===== src/rtl/snake_engine.sv =====
// rtl/snake_engine.sv - snake game state, apple regeneration and per-pixel colour stage after VGA timing
// Build option: define SNAKE_WRAP_EN so the snake wraps at the grid edges instead of dying there.
module snake_engine #(
  parameter int CELL    = 10,
  parameter int GRID_W  = 51,
  parameter int GRID_H  = 48,
  parameter int MAX_LEN = 16,
  parameter int SPEED   = 6
) (
  input  logic       VGA_clk,
  input  logic       rst,
  input  logic [9:0] xCount,
  input  logic [9:0] yCount,
  input  logic       displayArea,
  input  logic       btn_up,
  input  logic       btn_down,
  input  logic       btn_left,
  input  logic       btn_right,
  output logic       VGA_R,
  output logic       VGA_G,
  output logic       VGA_B,
  output logic       game_over,
  output logic [7:0] score
);

  localparam int CW = 6;
  localparam int LW = $clog2(MAX_LEN + 1);
  localparam int FW = $clog2(SPEED);

  localparam logic [1:0] IDLE = 2'd0;
  localparam logic [1:0] RUN  = 2'd1;
  localparam logic [1:0] DEAD = 2'd2;

  localparam logic [1:0] UP    = 2'd0;
  localparam logic [1:0] DOWN  = 2'd1;
  localparam logic [1:0] LEFT  = 2'd2;
  localparam logic [1:0] RIGHT = 2'd3;

  localparam logic [CW-1:0] ONE  = CW'(1);
  localparam logic [CW-1:0] XMAX = CW'(GRID_W - 1);
  localparam logic [CW-1:0] YMAX = CW'(GRID_H - 1);

  logic [1:0]    state;
  logic [1:0]    dir;
  logic [1:0]    pendingDir;
  logic [CW-1:0] segX [MAX_LEN];
  logic [CW-1:0] segY [MAX_LEN];
  logic [LW-1:0] len;
  logic [CW-1:0] appleX;
  logic [CW-1:0] appleY;
  logic [15:0]   lfsr;
  logic [FW-1:0] frameCnt;
  logic          moveReq;
  logic          regen;
  logic          pixR, pixG, pixB;

  function automatic logic [CW-1:0] initX(input int i);
    case (i)
      0:       return CW'(25);
      1:       return CW'(24);
      2:       return CW'(23);
      default: return '0;
    endcase
  endfunction

  function automatic logic [CW-1:0] initY(input int i);
    return (i < 3) ? CW'(24) : '0;
  endfunction

  // Up/down and left/right are encoded as pairs differing only in bit 0.
  function automatic logic isOpposite(input logic [1:0] a, input logic [1:0] b);
    return (a ^ b) == 2'b01;
  endfunction

  logic       frameTick;
  logic       anyBtn;
  logic [1:0] btnDir;
  logic [1:0] curDir;

  assign frameTick = (xCount == 10'd0) && (yCount == 10'(GRID_H * CELL));
  assign anyBtn    = btn_up | btn_down | btn_left | btn_right;
  assign curDir    = moveReq ? pendingDir : dir;

  always_comb begin
    btnDir = RIGHT;
    if (btn_up)        btnDir = UP;
    else if (btn_down) btnDir = DOWN;
    else if (btn_left) btnDir = LEFT;
  end

  logic [CW-1:0] newX, newY;
  logic          wallHit;
  logic          selfHit;
  logic          eat;

  always_comb begin
    newX    = segX[0];
    newY    = segY[0];
    wallHit = 1'b0;
    case (pendingDir)
      UP:    if (segY[0] == '0) begin
`ifdef SNAKE_WRAP_EN
               newY = YMAX;
`else
               wallHit = 1'b1;
`endif
             end else newY = segY[0] - ONE;
      DOWN:  if (segY[0] == YMAX) begin
`ifdef SNAKE_WRAP_EN
               newY = '0;
`else
               wallHit = 1'b1;
`endif
             end else newY = segY[0] + ONE;
      LEFT:  if (segX[0] == '0) begin
`ifdef SNAKE_WRAP_EN
               newX = XMAX;
`else
               wallHit = 1'b1;
`endif
             end else newX = segX[0] - ONE;
      default: if (segX[0] == XMAX) begin
`ifdef SNAKE_WRAP_EN
               newX = '0;
`else
               wallHit = 1'b1;
`endif
             end else newX = segX[0] + ONE;
    endcase
  end

  // The tail segment is excluded: it vacates its cell on the same move.
  always_comb begin
    selfHit = 1'b0;
    for (int i = 0; i < MAX_LEN - 1; i++)
      if ((LW'(i + 1) < len) && (segX[i] == newX) && (segY[i] == newY))
        selfHit = 1'b1;
  end

  assign eat = (newX == appleX) && (newY == appleY);

  logic [CW-1:0] candX, candY;
  logic          candOk;

  assign candX = lfsr[5:0];
  assign candY = lfsr[13:8];

  always_comb begin
    candOk = (candX <= XMAX) && (candY <= YMAX);
    for (int i = 0; i < MAX_LEN; i++)
      if ((LW'(i) < len) && (segX[i] == candX) && (segY[i] == candY))
        candOk = 1'b0;
  end

  always_ff @(posedge VGA_clk or posedge rst)
    if (rst) lfsr <= 16'hACE1;
    else     lfsr <= {lfsr[14:0], lfsr[15] ^ lfsr[13] ^ lfsr[12] ^ lfsr[10]};

  always_ff @(posedge VGA_clk or posedge rst) begin
    if (rst) begin
      state      <= IDLE;
      len        <= LW'(3);
      dir        <= RIGHT;
      pendingDir <= RIGHT;
      appleX     <= CW'(40);
      appleY     <= CW'(10);
      score      <= 8'd0;
      frameCnt   <= '0;
      moveReq    <= 1'b0;
      regen      <= 1'b0;
      for (int i = 0; i < MAX_LEN; i++) begin
        segX[i] <= initX(i);
        segY[i] <= initY(i);
      end
    end else begin
      case (state)
        IDLE: if (anyBtn && (btnDir != LEFT)) begin
          state      <= RUN;
          dir        <= btnDir;
          pendingDir <= btnDir;
        end
        RUN: begin
          if (anyBtn && !isOpposite(btnDir, curDir)) pendingDir <= btnDir;
          moveReq <= 1'b0;
          if (frameTick) begin
            if (frameCnt == FW'(SPEED - 1)) begin
              frameCnt <= '0;
              moveReq  <= 1'b1;
            end else begin
              frameCnt <= frameCnt + FW'(1);
            end
          end
          if (regen && candOk) begin
            appleX <= candX;
            appleY <= candY;
            regen  <= 1'b0;
          end
          if (moveReq) begin
            dir <= pendingDir;
            if (wallHit || selfHit) begin
              state <= DEAD;
            end else begin
              for (int i = 1; i < MAX_LEN; i++) begin
                segX[i] <= segX[i-1];
                segY[i] <= segY[i-1];
              end
              segX[0] <= newX;
              segY[0] <= newY;
              if (eat) begin
                if (len != LW'(MAX_LEN)) len <= len + LW'(1);
                if (score != 8'hFF) score <= score + 8'd1;
                regen <= 1'b1;
              end
            end
          end
        end
        default: if (anyBtn) begin
          state      <= IDLE;
          len        <= LW'(3);
          dir        <= RIGHT;
          pendingDir <= RIGHT;
          appleX     <= CW'(40);
          appleY     <= CW'(10);
          score      <= 8'd0;
          frameCnt   <= '0;
          moveReq    <= 1'b0;
          regen      <= 1'b0;
          for (int i = 0; i < MAX_LEN; i++) begin
            segX[i] <= initX(i);
            segY[i] <= initY(i);
          end
        end
      endcase
    end
  end

  logic [9:0] cellX, cellY;
  logic       headHit, bodyHit, appleHit;

  assign cellX    = xCount / 10'(CELL);
  assign cellY    = yCount / 10'(CELL);
  assign headHit  = (cellX == 10'(segX[0])) && (cellY == 10'(segY[0]));
  assign appleHit = (cellX == 10'(appleX)) && (cellY == 10'(appleY));

  always_comb begin
    bodyHit = 1'b0;
    for (int i = 1; i < MAX_LEN; i++)
      if ((LW'(i) < len) && (cellX == 10'(segX[i])) && (cellY == 10'(segY[i])))
        bodyHit = 1'b1;
  end

  always_ff @(posedge VGA_clk or posedge rst) begin
    if (rst) begin
      pixR <= 1'b0;
      pixG <= 1'b0;
      pixB <= 1'b0;
    end else if (state == DEAD) begin
      pixR <= headHit | bodyHit | appleHit;
      pixG <= 1'b0;
      pixB <= 1'b0;
    end else begin
      pixR <= appleHit;
      pixG <= headHit | bodyHit;
      pixB <= headHit;
    end
  end

  assign VGA_R     = pixR & displayArea;
  assign VGA_G     = pixG & displayArea;
  assign VGA_B     = pixB & displayArea;
  assign game_over = (state == DEAD);

endmodule


===== config.mk =====
export PLATFORM = sky130hd
export DESIGN_NAME = snake_engine
export DESIGN_NICKNAME = d
export VERILOG_FILES = /design/src/rtl/snake_engine.sv
export SDC_FILE = /design/constraint.sdc
export NUM_CORES = 1
export LEC_CHECK = 0
export ABC_AREA = 1
export CELL_PAD_IN_SITES_DETAIL_PLACEMENT = 1
export CELL_PAD_IN_SITES_GLOBAL_PLACEMENT = 2
export CORE_ASPECT_RATIO = 1.2
export CORE_MARGIN = 8
export CORE_UTILIZATION = 30
export CTS_CLUSTER_SIZE = 25
export DETAILED_ROUTE_END_ITERATION = 10
export PLACE_DENSITY_LB_ADDON = 0.3
export REMOVE_ABC_BUFFERS = 1
export SLEW_MARGIN = 20
export SYNTH_ARGS = -nofsm -noshare
export SYNTH_HDL_FRONTEND = slang
export SYNTH_SLANG_ARGS = --single-unit

===== constraint.sdc =====
create_clock -name VGA_clk -period 20 [get_ports VGA_clk]
set_input_delay 2 -clock VGA_clk [delete_from_list [all_inputs] [get_ports VGA_clk]]
set_output_delay 2 -clock VGA_clk [all_outputs]
set_load 0.02 [all_outputs]

# == Word-level counts from Yosys, hierarchy flattened ==
# Index checks and enable logic that the tools add are counted.
# totals
out_inout_bits,12
wordCells,438
ff_bits,247
input_bits,27
# op_classes
order_cmp,18
bitwise_logic,13
n_eq_ne,120
div_mod_pow,2
n_addsub,7
n_reduce_logical,119
n_mux,113
# op_table
op,count
$mux W96,6
$eq A6 B6 Y1,64
$pmux W96 S2,2
$eq A10 B6 Y1,34
$logic_and A1 B1 Y1,100
$mux W1,61
$mux W6,8
$pmux W6 S2,4
$lt A4 B5 Y1 const A,8
$mux W8,5
$mux W5,5
$ne A2 B2 Y1 const B,11
$div A10 B4 Y10 const B,2
$lt A3 B5 Y1 const A,4
$mux W2,10
$pmux W8 S2,1
$add A6 B1 Y6 const B,2
$eq A6 B6 Y1 const B,2
$le A6 B6 Y1 const B,2
$logic_not A6 Y1,2
$pmux W2 S2,3
$reduce_and A6 Y1,2
$sub A6 B1 Y6 const B,2
$eq A10 B9 Y1 const B,1
30 further kinds,51

# == Depth between registers and ports, before layout ==
# Gate-level depths: netlist of the first run.
# depth
word_depth,25
mapped_depth,37
ltp_nobuf,36

# == Worst setup path after synthesis of the first run ==
# No wires, ideal clock.
# synth_path
path_type,input port to flip-flop
from,input port xCount[7]
to,register pixR
path_buffers,2
path_slack_ns,15.330
arrival_ns,4.553
setup_time_ns,0.117
t_required_ns,19.883
stages,31
path_cell_list,inv_1 > nand3_1 > nand3_2 > nand2_2 > nand2_2 > nand2_1 > nand2_2 > inv_2 > nand2_2 > nand3_2 > nand2_2 > nor2_1 > o21bai_2 > nand3_2 > nand2_4 > nand2_2 > buf_6 > nand3_4 > nand2_1 > nand2_2 > nand2_4 > nand2_4 > buf_6 > xor2_2 > inv_2 > nand3b_1 > nand3_1 > nor2_1 > nand2_1 > nand2_1 > nand2_1
# synth_via
elab_chain_len,22
word_cells_on_any_way,68
classes_between,div: 1; eq/ne: 17; mux: 16; bitwise: 2; reduce/logical: 32
# synth_lines
element,line_no,source
"start, declared",12,"input logic [9:0] xCount,"
$div A10 B4 Y10 (*),240,assign cellX = xCount / 10'(CELL);
$eq A10 B6 Y1,248,if ((LW'(i) < len) && (cellX == 10'(segX[i])) && (cellY == 10'(segY[i])))
$logic_and A1 B1 Y1 (2 in a row),248,
$mux W1 (15 in a row),248,
$or A1 B1 Y1 (2 in a row),258,pixR <= headHit | bodyHit | appleHit;
$mux W1 (*),257,end else if (state == DEAD) begin
"end signal, assigned",258,
"end signal, assigned",262,pixR <= appleHit;
"end, declared",55,"logic pixR, pixG, pixB;"
# Every way passes the cells marked *; elsewhere a longest branch is shown, timed or not.
# A chain may end at the register's enable or synchronous reset.

# == Final worst setup path of the first run ==
# layout_path
from,register segY[90] (netlist bit)
to,register segX[34] (netlist bit)
# layout_via
elab_chain_len,23
word_cells_on_any_way,58
classes_between,add/sub: 2; eq/ne: 17; mux: 21; reduce/logical: 18
# layout_lines
element,line_no,source
"start, declared",47,logic [CW-1:0] segY [MAX_LEN];
"start signal, assigned by index",173,segY[i] <= initY(i);
"start signal, assigned by index",205,segY[i] <= segY[i-1];
"start signal, assigned by index",230,segY[i] <= initY(i);
"$add A6 B1 Y6, or another cell as far along",114,end else newY = segY[0] + ONE;
$mux W6 (on tied branches),"108, 101",
$pmux W6 S2,100,case (pendingDir)
$eq A6 B6 Y1,136,if ((LW'(i + 1) < len) && (segX[i] == newX) && (segY[i] == newY))
$logic_and A1 B1 Y1,136,
$mux W1 (15 in a row),136,
$logic_or A1 B1 Y1 (*),200,if (wallHit || selfHit) begin
$ne A2 B2 Y1 (no source line) (*),n/a,
$reduce_and A4 Y1 (no source line) (*),n/a,
"end signal, assigned by index",172,segX[i] <= initX(i);
"end signal, assigned by index",204,segX[i] <= segX[i-1];
"end signal, assigned by index",229,segX[i] <= initX(i);
"end, declared",46,logic [CW-1:0] segX [MAX_LEN];
# Marks and branches as above.

==> summary.md, run 1 <==
| Metric | Value |
|---|---|
| Status | `completed` |
| Via Count | `just over 20000` |
| DP Worst Slack | `about 12 ns` |
| ANT nets after route | `0` |
| Area after DPL | `20100 um^2` |
| Clock Latency Late Sink | `0.61 ns` |
| Synth Warn # | `0` |
| Worst slew margin | `around a fifth` |
| Number of library cell types mapped by synthesis | `between 50 and 60` |
| Mapped Cells | `~2700` |
| RSZ-0062 raised after global routing | `no` |
| Final instance area | `roughly 21000 um^2` |
| Total gr overflow | `0` |
| Crit path cell chain | `inv_1 -> ha_1 -> nand3_1 -> a21oi_1 -> o21ai_0 -> nand3_2 -> inv_1 -> a221oi_1 -> nand4_1 -> o22ai_1 -> nor4_1 -> nand2_1 -> nand2_1 -> nand2_2 -> buf_4 -> inv_4 -> buf_4 -> o21ai_0` |
| Hold Crit Class | `reg -> reg` |
| Vias in the first global route | `just over 20000` |
| GP Congestion | `approximately 0.95` |
| Row count | `around 100` |
| Pwr/cell area | `around 180 nW/um^2` |
| H-Tree Depth | `1` |
| Fmax | `approximately 140 MHz` |
| Pleak | `~0.0092 uW` |
| Largest net degree at the start of global routing | `193` |
| Final hold vios | `0` |
| Initial Util | `30.1%` |
| Post-CTS setup buffer count | `0` |
| Main flop type after synthesis | `dfrtp_1` |
| Crit-path max cell delay | `0.93 ns` |
| PnR worst setup slack | `around 13 ns` |
| WP data required | `between 20 and 25 ns` |
| Flops & latches, synth | `approximately 250` |
| Worst path bufs/invs | `5` |
| Routed wl met2 | `~42000 um` |
| Met3 WL | `about 8200 um` |
| TritonCTS clock tree | `built` |
| Top cell family by delay on the critical path | `buffers and inverters` |
| Post-synthesis sequential area ratio | `between 30% and 40%` |
| Most frequent cells in the layout | `nand2_1 (669), inv_1 (292), dfrtp_1 (214)` |
| Post-synth EDFFs | `0` |
| Worst-Margin Slew | `approximately 1.2 ns` |
| Die ar. | `roughly 71000 um^2` |
| Total iterations of the first detailed-routing run | `5` |
| Max-cap violation count | `0` |
| Asr flop ratio synth | `100%` |
| Post-cts sizing count | `0` |
| Syn Area/Cell | `7.05 um^2` |
| Synthesis-to-layout area growth | `11.9%` |
| Syn Std Cell Area | `between 15000 and 20000 um^2` |
| Die Y | `~290 um` |
| Clock Root Buffer | `clkbuf_16` |
| Final #Nets | `between 2000 and 3000` |
| Slowest stage cell, crit path | `buf_4` |
| GRT Total Usage | `26.9%` |
| CTS clk-pin slew, worst paths | `approximately 0.060 ns` |
| Filler cells | `7742` |
| Inserted Clock Buffers | `31` |
| Via/cell ratio | `5.75` |
| Max clock buf depth | `3` |
| Routed len/inst | `about 28 um` |
| Post-cts hold buffer count | `0` |
| First-pass GRT wire length | `approximately 140000 um` |
| Buffers added on ports | `38` |
| Startpoint Class | `flip-flop` |
| Tmin final | `between 7 and 8 ns` |
| Antenna cells | `0` |
| # IOs | `39` |
| Core area | `62800 um^2` |
| Die Wd | `about 250 um` |
| Final period utilization | `36.1%` |
| HPWL after DPL | `just over 70000 um` |
| Remaining DRCs | `0` |
| Maximum vdd ir drop | `0.166 mV` |
| Most common cell after layout, fill and taps aside | `nand2_1` |
| WL final | `a little under 100000 um` |
| Maximum fanout along the worst path | `89` |
| Clock Sinks | `247` |
| Setup Crit Path Kind | `reg -> reg` |
| Setup_tns | `0 ns` |
| Violation count after the first detailed-route iteration | `2143` |
| Max Clock Skew | `around 0.021 ns` |
| Crit path DAT | `7.64 ns` |
| Layout cells sized above 1 | `roughly 8%` |
| Metal-1 WL | `roughly 44000 um` |
| Max Slew Vio Count | `0` |
| CP Capture Type | `flip-flop` |
| Max layer used | `met5` |
| Final Setup Violations | `0` |
| Initial antenna violation count | `1` |
-- cell type report --
cell class	instances	area [um^2]	area share, %
flip-flops and latches	247	6220	29.4
clock buffers	40	870	4.10
repair buffers	79	713	3.37
inverters	327	1240	5.84
clock inverters	17	263	1.24
multi-input cells	1975	10900	51.2
well taps	824	1030	4.87
-- power by group --
| part | internal [uW] | switching, uW | total, uW |
|---|---|---|---|
| registers | 690 | 364 | 1050 |
| logic | 576 | 1530 | 2100 |
| clock network | 394 | 258 | 652 |
| total | 1660 | 2150 | 3810 |
-- worst reg2reg max path, stage by stage, from the launching register on --
cell,delay (ns)
dfrtp_1,0.58
inv_1,0.22
ha_1,0.29
nand3_1,0.12
a21oi_1,0.07
o21ai_0,0.10
nand3_2,0.70
inv_1,0.81
a221oi_1,0.19
nand4_1,0.13
o22ai_1,0.17
nor4_1,0.67
nand2_1,0.31
nand2_1,0.22
nand2_2,0.05
buf_4,0.30
inv_4,0.76
buf_4,1.01
o21ai_0,0.35
-- final timing paths --
kind | to | slack [ns] | cells after the start | startpoint
min | lfsr[15]$_DFF_PP1_ | 0.35 | 0 | lfsr[14]$_DFF_PP0_
max in group asynchronous | segX[30]$_DFFE_PP0P_ | 16.67 | 3 | rst
max reg2reg | segX[34]$_DFFE_PP0P_ | 12.78 | 18 | segY[90]$_DFFE_PP0P_
max | segX[34]$_DFFE_PP0P_ | 12.78 | 18 | segY[90]$_DFFE_PP0P_
min in group asynchronous | segY[90]$_DFFE_PP0P_ | 2.01 | 2 | rst
min reg2reg | lfsr[15]$_DFF_PP1_ | 0.35 | 0 | lfsr[14]$_DFF_PP0_
-- routing by layer --
metal / global-route usage [%] / vias to the layer above
met5: 0 / -
met4: 9.29 / 2
met2: 40.3 / 901
met3: 4.94 / 190
met1: 38.3 / 10200
li1: - / 8894
-- cell families (layout without fill, tap and decap cells) --
kind of cell,Yosys count,in the layout,synth area share (%)
AOI/OAI and AO/OA,503,503,16.3
xor gates and xnor gates,261,261,12.1
adders and majority gates,10,10,0.661
buffers and inverters,464,463,9.85
DFF,247,247,32.9
muxes,2,2,0.112
and+or+nand+nor,1199,1199,28.1
-- state kept, by name (all words and copies together) (netlist names), 2 cells and up --
| name | count |
|---|---|
| appleY | 6 |
| pendingDir | 2 |
| frameCnt | 3 |
| len | 5 |
| state | 2 |
| segX | 96 |
| segY | 96 |
| dir | 2 |
| score | 8 |
| lfsr | 16 |
| appleX | 6 |
-- metrics by stage --
step	utilization [%]	hold WS (ns)	total power, uW	instances
5_1_grt	33.7	0.363	3990	3509
4_1_cts	33.7	0.354	3750	3509
6_report	33.7	0.353	3810	3509
2_1_floorplan	-	0.333	2130	2549
3_5_place_dp	31.9	0.339	3080	3452
3_3_place_gp	31.9	0.336	3050	3452
-- cell usage after synthesis (33+ instances only) --
library cell	count	area (um^2)
nand4_1	112	701
o22ai_1	64	400
nor2_1	171	642
clkbuf_1	62	233
xnor2_1	108	946
buf_2	54	270
inv_1	293	1100
a221oi_1	42	368
dfrtp_1	214	5360
a21oi_1	54	270
o21ai_0	211	1060
dfstp_2	33	867
nor3_1	40	200
xor2_1	152	1330
nand3_1	120	601
nand2_1	669	2510
Note: power is estimated with default switching activity, not from simulation.
==> run 2: changes to the inputs <==
- clock period: 20 -> 6.8 ns (I/O delays scaled with it)
==> run 2 against run 1 <==
- worst setup slack worse by 11 ns
- sequential power grew to 2.9 times the previous value
- register-to-register slack lost 11 ns
- hold slack hardly changed
- clock power grew to 2.8 times the previous value
- global-route usage up 1.5 points
- cell area increased by 1.7%
- clock skew about the same
- sequential share of layout area fell by 0.47 points
- critical path depth increased by 5
- maximum frequency up 44%
- die area stayed put
- critical endpoint is now segX[9]$_DFFE_PP0P_
- largest power group unchanged
- highest routed layer is now met4
==> summary.md, run 2 (same netlist as run 1, synthesis figures left out) <==
| Metric | Value |
|---|---|
| Status | `completed` |
| WL final | `between 100000 and 150000 um` |
| Stages on the worst setup path | `23` |
| Worst slew margin | `between 10% and 20%` |
| Final Setup Violations | `0` |
| Clock Root Buffer | `clkbuf_16` |
| Pleak | `between 0.009 and 0.01 uW` |
| Clock Latency Late Sink | `0.61 ns` |
| Die Wd | `around 250 um` |
| Total iterations of the first detailed-routing run | `5` |
| Total gr overflow | `0` |
| Max-cap violation count | `0` |
| # IOs | `39` |
| GRT Total Usage | `between 20% and 30%` |
| Layout cells sized above 1 | `~8.9%` |
| Fmax | `between 150 and 200 MHz` |
| Pwr Total | `roughly 12000 uW` |
| Worst-Margin Slew | `approximately 1.2 ns` |
| Max clock buf depth | `3` |
| Post-cts sizing count | `0` |
| Final period utilization | `~74%` |
| CTS clk-pin slew, worst paths | `0.07 ns` |
| Antenna cells | `0` |
| Violation count after the first detailed-route iteration | `2094` |
| Initial antenna violation count | `0` |
| Setup Crit Path Kind | `reg -> reg` |
| Setup_tns | `0 ns` |
| Most common cell after layout, fill and taps aside | `nand2_1` |
| Pwr/cell area | `about 540 nW/um^2` |
| CP Capture Type | `flip-flop` |
| Maximum fanout along the worst path | `52` |
| Slowest stage cell, crit path | `dfstp_2` |
| Inserted Clock Buffers | `31` |
| Largest net degree at the start of global routing | `113` |
| Post-Layout Cell Count | `approximately 3500` |
| Max Clock Skew | `0.0211 ns` |
| Via Count | `approximately 21000` |
| Most frequent cells in the layout | `nand2_1 (669), inv_1 (292), dfrtp_1 (211)` |
| Placed insts | `between 3000 and 4000` |
| Crit-path max cell delay | `0.65 ns` |
| Crit path DAT | `roughly 5.5 ns` |
| Filler cells | `between 7000 and 8000` |
| Vias in the first global route | `approximately 21000` |
| Largest regs | `segX: 96 flops, segY: 96 flops, lfsr: 16 flops` |
| Maximum vdd ir drop | `roughly 0.26 mV` |
| WP data required | `7.30 ns` |
| Post-CTS setup buffer count | `0` |
| Hold Crit Class | `reg -> reg` |
| Die Y | `just under 300 um` |
| First-pass GRT wire length | `between 150000 and 200000 um` |
| Core area | `around 63000 um^2` |
| Tmin final | `approximately 5 ns` |
| Crit path cell chain | `inv_1 -> ha_1 -> nand4_1 -> nand2_1 -> nand2_1 -> inv_1 -> nand2_1 -> nand2_1 -> inv_1 -> nand2_1 -> a221oi_1 -> o2111ai_1 -> o32ai_1 -> nor4_1 -> buf_4 -> nand2_1 -> inv_1 -> nand2_1 -> nor2_4 -> buf_12 -> buf_12 -> nand2_1 -> o21ai_0` |
| Routed len/inst | `slightly below 30 um` |
| Top cell family by delay on the critical path | `simple AND/OR/NAND/NOR gates` |
| Buffers added on ports | `38` |
| Final #Nets | `between 2000 and 3000` |
| ANT nets after route | `0` |
| Synthesis-to-layout area growth | `13.8%` |
| Max Slew Vio Count | `0` |
| Clock Sinks | `247` |
| Initial Util | `30.1%` |
| Via/cell ratio | `approximately 5.8` |
| H-Tree Depth | `1` |
| Cell mode on critical path | `nand2_1` |
| PnR worst setup slack | `about 1.8 ns` |
| DP Worst Slack | `1.27 ns` |
| Die ar. | `just over 70000 um^2` |
| TritonCTS clock tree | `built` |
| Hold path cells | `0` |
| GP Congestion | `0.968` |
| Startpoint Class | `flip-flop` |
| Reg2reg path depth | `23` |
| RSZ-0062 raised after global routing | `no` |
| Worst path bufs/invs | `7` |
| Final instance area | `21500 um^2` |
| Row count | `just over 100` |
| Remaining DRCs | `0` |
| Post-cts hold buffer count | `0` |
| Area after DPL | `~20000 um^2` |
| Final hold vios | `0` |
| HPWL after DPL | `around 77000 um` |
## run 2: cell count changes in the layout (fill, tap and decap cells not counted), sizes merged
cell    change
buf        +29
bufinv      -3
clkbuf      +7
clkinv      -4
## run 2: path summary, 6_finish.rpt
path,to,start,slack [ns]
max,segX[9]$_DFFE_PP0P_,segX[90]$_DFFE_PP1P_,1.79
min,lfsr[15]$_DFF_PP1_,lfsr[14]$_DFF_PP0_,0.35
max reg2reg,segX[9]$_DFFE_PP0P_,segX[90]$_DFFE_PP1P_,1.79
min reg2reg,lfsr[15]$_DFF_PP1_,lfsr[14]$_DFF_PP0_,0.35
max in group asynchronous,lfsr[2]$_DFF_PP0_,rst,4.94
min in group asynchronous,segY[85]$_DFFE_PP0P_,rst,0.56
## run 2: metrics by stage
stage / hold WS (ns) / util, %
2_1_floorplan: 0.333 / -
3_5_place_dp: 0.338 / 32.6
6_report: 0.352 / 34.3
4_1_cts: 0.350 / 34.3
5_1_grt: 0.363 / 34.3
3_3_place_gp: 0.339 / 32.6
## run 2: final cells by class
class	instances	area (um^2)	area share [%]
tap	824	1030	4.78
timing repair buffer	108	1110	5.13
clock buffer	47	936	4.34
clock inverter	10	156	0.726
sequential	247	6230	28.9
inverter	327	1240	5.74
multi-input combinational	1975	10900	50.4
## run 2: metal layers
metal	wire, um	up-vias	part of all wire (%)	track usage (%)
li1	-	8965	-	-
met3	8040	272	7.7	4.36
met5	0	-	0	0
met4	6220	0	6.0	14.4
met2	46400	957	44	44.0
met1	43600	10500	42	38.0
## run 2: power breakdown
part	internal, uW	switching [uW]	leakage (uW)	total [uW]
registers	2030	1060	0.00326	3090
logic	1960	4680	0.00553	6640
clock network	1090	748	0.000537	1840
total	5080	6490	0.00933	11600
